**config.mk**
```make
export PLATFORM = sky130hd
export DESIGN_NAME = tx_fifo_arbiter
export DESIGN_NICKNAME = d
export VERILOG_FILES = /design/src/rtl/tx_fifo_arbiter.sv
export SDC_FILE = /design/constraint.sdc
export NUM_CORES = 1
export LEC_CHECK = 0
export ABC_CLOCK_PERIOD_IN_PS = 1800
export CORE_UTILIZATION = 34
export DETAILED_ROUTE_END_ITERATION = 16
export GPL_ROUTABILITY_DRIVEN = 0
export PLACE_DENSITY = 0.88
export REMOVE_ABC_BUFFERS = 1
export SKIP_CTS_REPAIR_TIMING = 1
export SLEW_MARGIN = 30
export SYNTH_ARGS = -nofsm -noshare
export SYNTH_HDL_FRONTEND = slang
export SYNTH_SLANG_ARGS = --single-unit
```
**constraint.sdc**
```tcl
create_clock -name i_clk -period 1.8 [get_ports i_clk]
set_input_delay 0.45 -clock i_clk [delete_from_list [all_inputs] [get_ports i_clk]]
set_output_delay 0.45 -clock i_clk [all_outputs]
set_load 0.01 [all_outputs]
```
**src/rtl/tx_fifo_arbiter.sv**
```systemverilog
`default_nettype none
// ============================================================================
// Module   : tx_fifo_arbiter
// Purpose  : Packet-locked round-robin arbiter that shares the single UART TX
//            FIFO write port between two byte-stream requesters.
//            Requester 0 = ALU result path, requester 1 = status/diagnostics.
//            The owner keeps the port until it writes a LAST byte, or until
//            its REQ has been low for TXARB_TIMEOUT consecutive cycles.
// Ports    : i_clk / i_reset          clock, synchronous active-low reset
//            i_txarb_REQx/DATAx/LASTx requester byte streams (x = 0,1)
//            i_txarb_FULL             TX FIFO full (used combinationally)
//            i_txarb_ERRCLR           clears the sticky timeout flag
//            o_txarb_ACKx             byte of requester x accepted this cycle
//            o_txarb_WRITE/WRITEDATA  TX FIFO write strobe and data
//            o_txarb_BUSY             a grant is held
//            o_txarb_OWNER            current or last owner index
//            o_txarb_ERR              sticky: a grant was released by timeout
// Revision : 1.0 - initial release
// ============================================================================
module tx_fifo_arbiter #(
    parameter int NB_TXARB_DATA    = 8,
    parameter int NB_TXARB_TIMEOUT = 4,
    parameter int TXARB_TIMEOUT    = 10
) (
    input  logic                     i_clk,
    input  logic                     i_reset,
    input  logic                     i_txarb_REQ0,
    input  logic [NB_TXARB_DATA-1:0] i_txarb_DATA0,
    input  logic                     i_txarb_LAST0,
    input  logic                     i_txarb_REQ1,
    input  logic [NB_TXARB_DATA-1:0] i_txarb_DATA1,
    input  logic                     i_txarb_LAST1,
    input  logic                     i_txarb_FULL,
    input  logic                     i_txarb_ERRCLR,
    output logic                     o_txarb_ACK0,
    output logic                     o_txarb_ACK1,
    output logic                     o_txarb_WRITE,
    output logic [NB_TXARB_DATA-1:0] o_txarb_WRITEDATA,
    output logic                     o_txarb_BUSY,
    output logic                     o_txarb_OWNER,
    output logic                     o_txarb_ERR
);

    localparam logic [0:0] c_S_IDLE   = 1'b0;
    localparam logic [0:0] c_S_LOCKED = 1'b1;

    // Counter value seen on the last idle cycle before a forced release.
    localparam logic [NB_TXARB_TIMEOUT-1:0] c_CNT_LAST = NB_TXARB_TIMEOUT'(TXARB_TIMEOUT - 1);
    localparam logic [NB_TXARB_TIMEOUT-1:0] c_CNT_ONE  = NB_TXARB_TIMEOUT'(1);

    logic [0:0]                  r_state;
    logic                        r_owner;
    logic                        r_last_served;
    logic [NB_TXARB_TIMEOUT-1:0] r_cnt;
    logic                        r_err;

    logic [0:0]                  w_state_nxt;
    logic                        w_owner_nxt;
    logic                        w_last_served_nxt;
    logic [NB_TXARB_TIMEOUT-1:0] w_cnt_nxt;
    logic                        w_err_set;

    logic                        w_req_own;
    logic                        w_last_own;
    logic [NB_TXARB_DATA-1:0]    w_data_own;
    logic                        w_accept;

    // Owner-side view of the requester inputs.
    assign w_req_own  = r_owner ? i_txarb_REQ1  : i_txarb_REQ0;
    assign w_last_own = r_owner ? i_txarb_LAST1 : i_txarb_LAST0;
    assign w_data_own = r_owner ? i_txarb_DATA1 : i_txarb_DATA0;

    // FULL gates the accept directly, so a write never lands on a full FIFO.
    assign w_accept = (r_state == c_S_LOCKED) & w_req_own & ~i_txarb_FULL;

    always_ff @(posedge i_clk) begin
        if (!i_reset) begin
            r_state       <= c_S_IDLE;
            r_owner       <= 1'b0;
            r_last_served <= 1'b1;   // requester 0 wins the first tie
            r_cnt         <= '0;
            r_err         <= 1'b0;
        end else begin
            r_state       <= w_state_nxt;
            r_owner       <= w_owner_nxt;
            r_last_served <= w_last_served_nxt;
            r_cnt         <= w_cnt_nxt;
            // A timeout in the same cycle as a clear keeps the flag set.
            if (w_err_set) begin
                r_err <= 1'b1;
            end else if (i_txarb_ERRCLR) begin
                r_err <= 1'b0;
            end
        end
    end

    always_comb begin
        w_state_nxt       = r_state;
        w_owner_nxt       = r_owner;
        w_last_served_nxt = r_last_served;
        w_cnt_nxt         = r_cnt;
        w_err_set         = 1'b0;

        case (r_state)
            c_S_IDLE: begin
                w_cnt_nxt = '0;
                if (i_txarb_REQ0 | i_txarb_REQ1) begin
                    w_state_nxt = c_S_LOCKED;
                    if (i_txarb_REQ0 & i_txarb_REQ1) begin
                        w_owner_nxt = ~r_last_served;
                    end else begin
                        w_owner_nxt = i_txarb_REQ1;
                    end
                end
            end

            c_S_LOCKED: begin
                if (w_req_own) begin
                    // REQ high with FULL high is a pure stall: counter holds.
                    if (!i_txarb_FULL) begin
                        w_cnt_nxt = '0;
                        if (w_last_own) begin
                            w_state_nxt       = c_S_IDLE;
                            w_last_served_nxt = r_owner;
                        end
                    end
                end else if (r_cnt == c_CNT_LAST) begin
                    w_state_nxt       = c_S_IDLE;
                    w_last_served_nxt = r_owner;
                    w_cnt_nxt         = '0;
                    w_err_set         = 1'b1;
                end else begin
                    w_cnt_nxt = r_cnt + c_CNT_ONE;
                end
            end

            default: begin
                w_state_nxt = c_S_IDLE;
            end
        endcase
    end

    assign o_txarb_WRITE     = w_accept;
    assign o_txarb_WRITEDATA = w_accept ? w_data_own : '0;
    assign o_txarb_ACK0      = w_accept & ~r_owner;
    assign o_txarb_ACK1      = w_accept &  r_owner;
    assign o_txarb_BUSY      = (r_state == c_S_LOCKED);
    assign o_txarb_OWNER     = r_owner;
    assign o_txarb_ERR       = r_err;

endmodule
`default_nettype wire

```
==> flow_summary.yaml <==
grt:
  track_usage_pct: 19.62
  antenna_found_initial: 0
  grt_pass1_wl_mm: 2.670
  grt_overflow: 0
  grt_pass1_vias: 605
  grt_max_degree: 15
layout:
  antenna_cells: 0
  fin_area_um2: 1051
  drive_gt1_share_pct: 35.59
  seq_area_um2: 161.4
  multi_input_area_um2: 421.7
  fin_util_pct: 68.18
  fin_nets: 146
  fillers: 126
  synthToLayoutAreaGrowth_pct: 83.81
hold_path:
  min_from: "r_cnt[2]"
  min_to: "r_cnt[2]"
  hold_class: "reg -> reg"
  hold_depth: 2
timing:
  fmax_mhz: 530.4
  setup_tns_ps: -483.6
  maxSlewViolCount: 0
  relSlewSlack_pct: 84.81
  skew_ps: 1.523
  min_period_ps: 1885
  tightest_slew_ps: 223.4
  hold_viol_final: 0
  rsz0062_at_grt: "true"
  layout_setup_ws_ps: -85.42
  finalSetupViolations: 7
  fin_crit_sh_pct: 104.7
floorplan:
  die_x_um: 43.01
  dieArea_um2: 1850
  die_h_um: 43.01
  rows: 14
  core_area_um2: 1541
  ios: 38
  start_util_pct: 37.09
logic_synthesis:
  synth_area_leaders: "dfxtp_1 (28%), mux2i_1 (18%), nor2_1 (8.5%)"
  syn_avg_cell_area_um2: 8.169
  synth_async_sr_flop_share_pct: 0
  synth-edff-count: 0
  syn-cell-area_um2: 571.8
  synthTopCellsByCount: "nor2_1 (13), mux2i_1 (10), dfxtp_1 (8)"
  yosysWarningCount: 0
  ys.flop_type: "dfxtp_1"
  yosys.cell_count.top_type: "nor2_1"
  yosysTopAreaCell: "dfxtp_1"
  synth_top_area_share_pct: 28.01
  synth_cell_type_count: 28
  ys_seq_area_share_pct: 28.01
  syn_inst: 70
  synth-seq-cells: 8
placement:
  numPortBuffers: 37
  dpl_cell_area_um2: 1012
  hpwl_mm: 1.449
drt:
  drt-vias-per-instance: 5.172
  drtAntennaViolNets: 0
  wl_per_cell_um: 14.14
  drcViolationCount: 0
  vias: 693
  wl_mm: 1.895
  initialDrtViolationCount: 15
  dr.pass1.iters: 4
power_and_ir_drop:
  irDropWorstVdd_mv: 0.3888
  finalPower_uw: 501.7
  p_leak_nw: 0.4900
  powerDensity_nw_per_um2: 477.4
cts:
  clock_latency_ps: 250
  cts_buffers: 3
  cts.path.max_buffers: 2
  cts.clk_slew.worst_paths_ps: 50
  cts_tree: "done"
  root_buffer: "clkbuf_4"
  clock-sinks: 8
  htreeDepth: 1
status:
  violations: "negative setup slack"
  outcome: "complete, but fails checks"
critical_path:
  cp_data_arrival_time_ps: 1440
  rr_startpoint: "o_txarb_OWNER"
  cp-start-kind: "flop"
  cp_max_fo: 6
  rr_worst_depth: 5
  r2r-end: "o_txarb_BUSY"
  end_kind: "output pin"
  critical_path_class: "reg -> out"
  required_ps: 1350
  r2r_setup_slack_ps: 340
run:
  maxCapViolCount: 0
==> worst max path at each step <==
stage                  startpoint                   end  slack (ps)  depth (start not counted)
floorplan           o_txarb_OWNER  o_txarb_WRITEDATA[0]        -280                          3
global placement     i_txarb_REQ1  o_txarb_WRITEDATA[7]        -820                          5
detailed placement   i_txarb_REQ0  o_txarb_WRITEDATA[0]        -890                          5
CTS                  i_txarb_REQ0  o_txarb_WRITEDATA[0]        -890                          5
global route        o_txarb_OWNER  o_txarb_WRITEDATA[3]        -150                          4
finish              o_txarb_OWNER  o_txarb_WRITEDATA[1]         -90                          4
==> where the power goes <==
part	internal (mW)	switching [mW]	total, mW
clock network	0.0760	0.0567	0.133
logic	0.108	0.0714	0.179
registers	0.184	0.00555	0.190
total	0.368	0.134	0.502
==> logic make-up (layout without fill, tap and decap cells) <==
group / count (synthesis) / count (layout) / share of synthesized area [%]
xor+xnor: 1 / 1 / 1.532
simple gates: 29 / 30 / 25.38
mux: 12 / 12 / 21.44
flops: 8 / 8 / 28.01
fa+ha+maj: 2 / 2 / 4.376
compound gates: 11 / 11 / 13.57
buf+inv: 7 / 54 / 5.689
==> through the flow <==
step / std cells / setup slack [ps] / hold WS, ps
CTS: 132 / -889.3 / 527.3
global route: 134 / -145.5 / 542.1
floorplan: 67 / -275.7 / 479.2
global placement: 129 / -824.1 / 507.0
finish: 134 / -85.42 / 537.7
detailed placement: 129 / -888.5 / 508.8
==> routing by layer <==
layer | track usage (%) | vias to the layer above | share of wire (%)
met2 | 33.64 | 19 | 54
met4 | 4.848 | 0 | 2.1
met1 | 22.48 | 326 | 39
met5 | 0 | - | 0
li1 | - | 344 | -
met3 | 8.085 | 4 | 4.7
==> registers in the layout, summed over array words and instances, names as in the netlist <==
| register | count |
|---|---|
| r_cnt | 4 |
| o_txarb_BUSY | 1 |
| o_txarb_ERR | 1 |
| o_txarb_OWNER | 1 |
| r_last_served | 1 |
==> placed cells by master (no fill, tap or decap) <==
cell / synthesis / routed
ha_1: 2 / 2
dlymetal6s2s_1: 0 / 4
nor2_1: 13 / 4
clkbuf_4: 0 / 3
dfxtp_2: 0 / 1
inv_1: 3 / 3
and3_1: 1 / 1
buf_6: 0 / 2
o21ai_0: 1 / 1
buf_4: 1 / 9
mux2_2: 2 / 2
mux2i_2: 0 / 1
a21oi_1: 3 / 3
nor2b_1: 3 / 3
dfxtp_1: 8 / 7
nor2_2: 0 / 9
nand2_1: 4 / 4
clkbuf_2: 0 / 1
nand3b_1: 1 / 1
and2_1: 1 / 1
mux2i_1: 10 / 9
xnor2_1: 1 / 1
nor3b_1: 1 / 1
nand3_1: 1 / 1
o21a_1: 3 / 3
clkdlybuf4s50_1: 0 / 22
inv_2: 1 / 1
a2bb2oi_1: 1 / 1
or3_4: 0 / 2
o311a_1: 1 / 1
buf_2: 2 / 9
a211oi_1: 1 / 1
a21oi_2: 1 / 1
nor3_1: 1 / 1
nor3_2: 1 / 1
nand4b_1: 1 / 1
==> worst max-delay path, stage by stage (launching register included) <==
cell and delay [ps]:
dfxtp_2 330, mux2i_2 160, or3_4 460, nor2_2 110
buf_2 130
==> area by class of cell <==
class                   instances  share of cell area, %
multi-input cells              56                  40.12
clock buffers                   3                  2.143
inverters                       4                  1.429
flip-flops and latches          8                  15.36
well taps                      16                  1.905
repair buffers                 47                  39.05
Power figures use the tool's default switching activity.
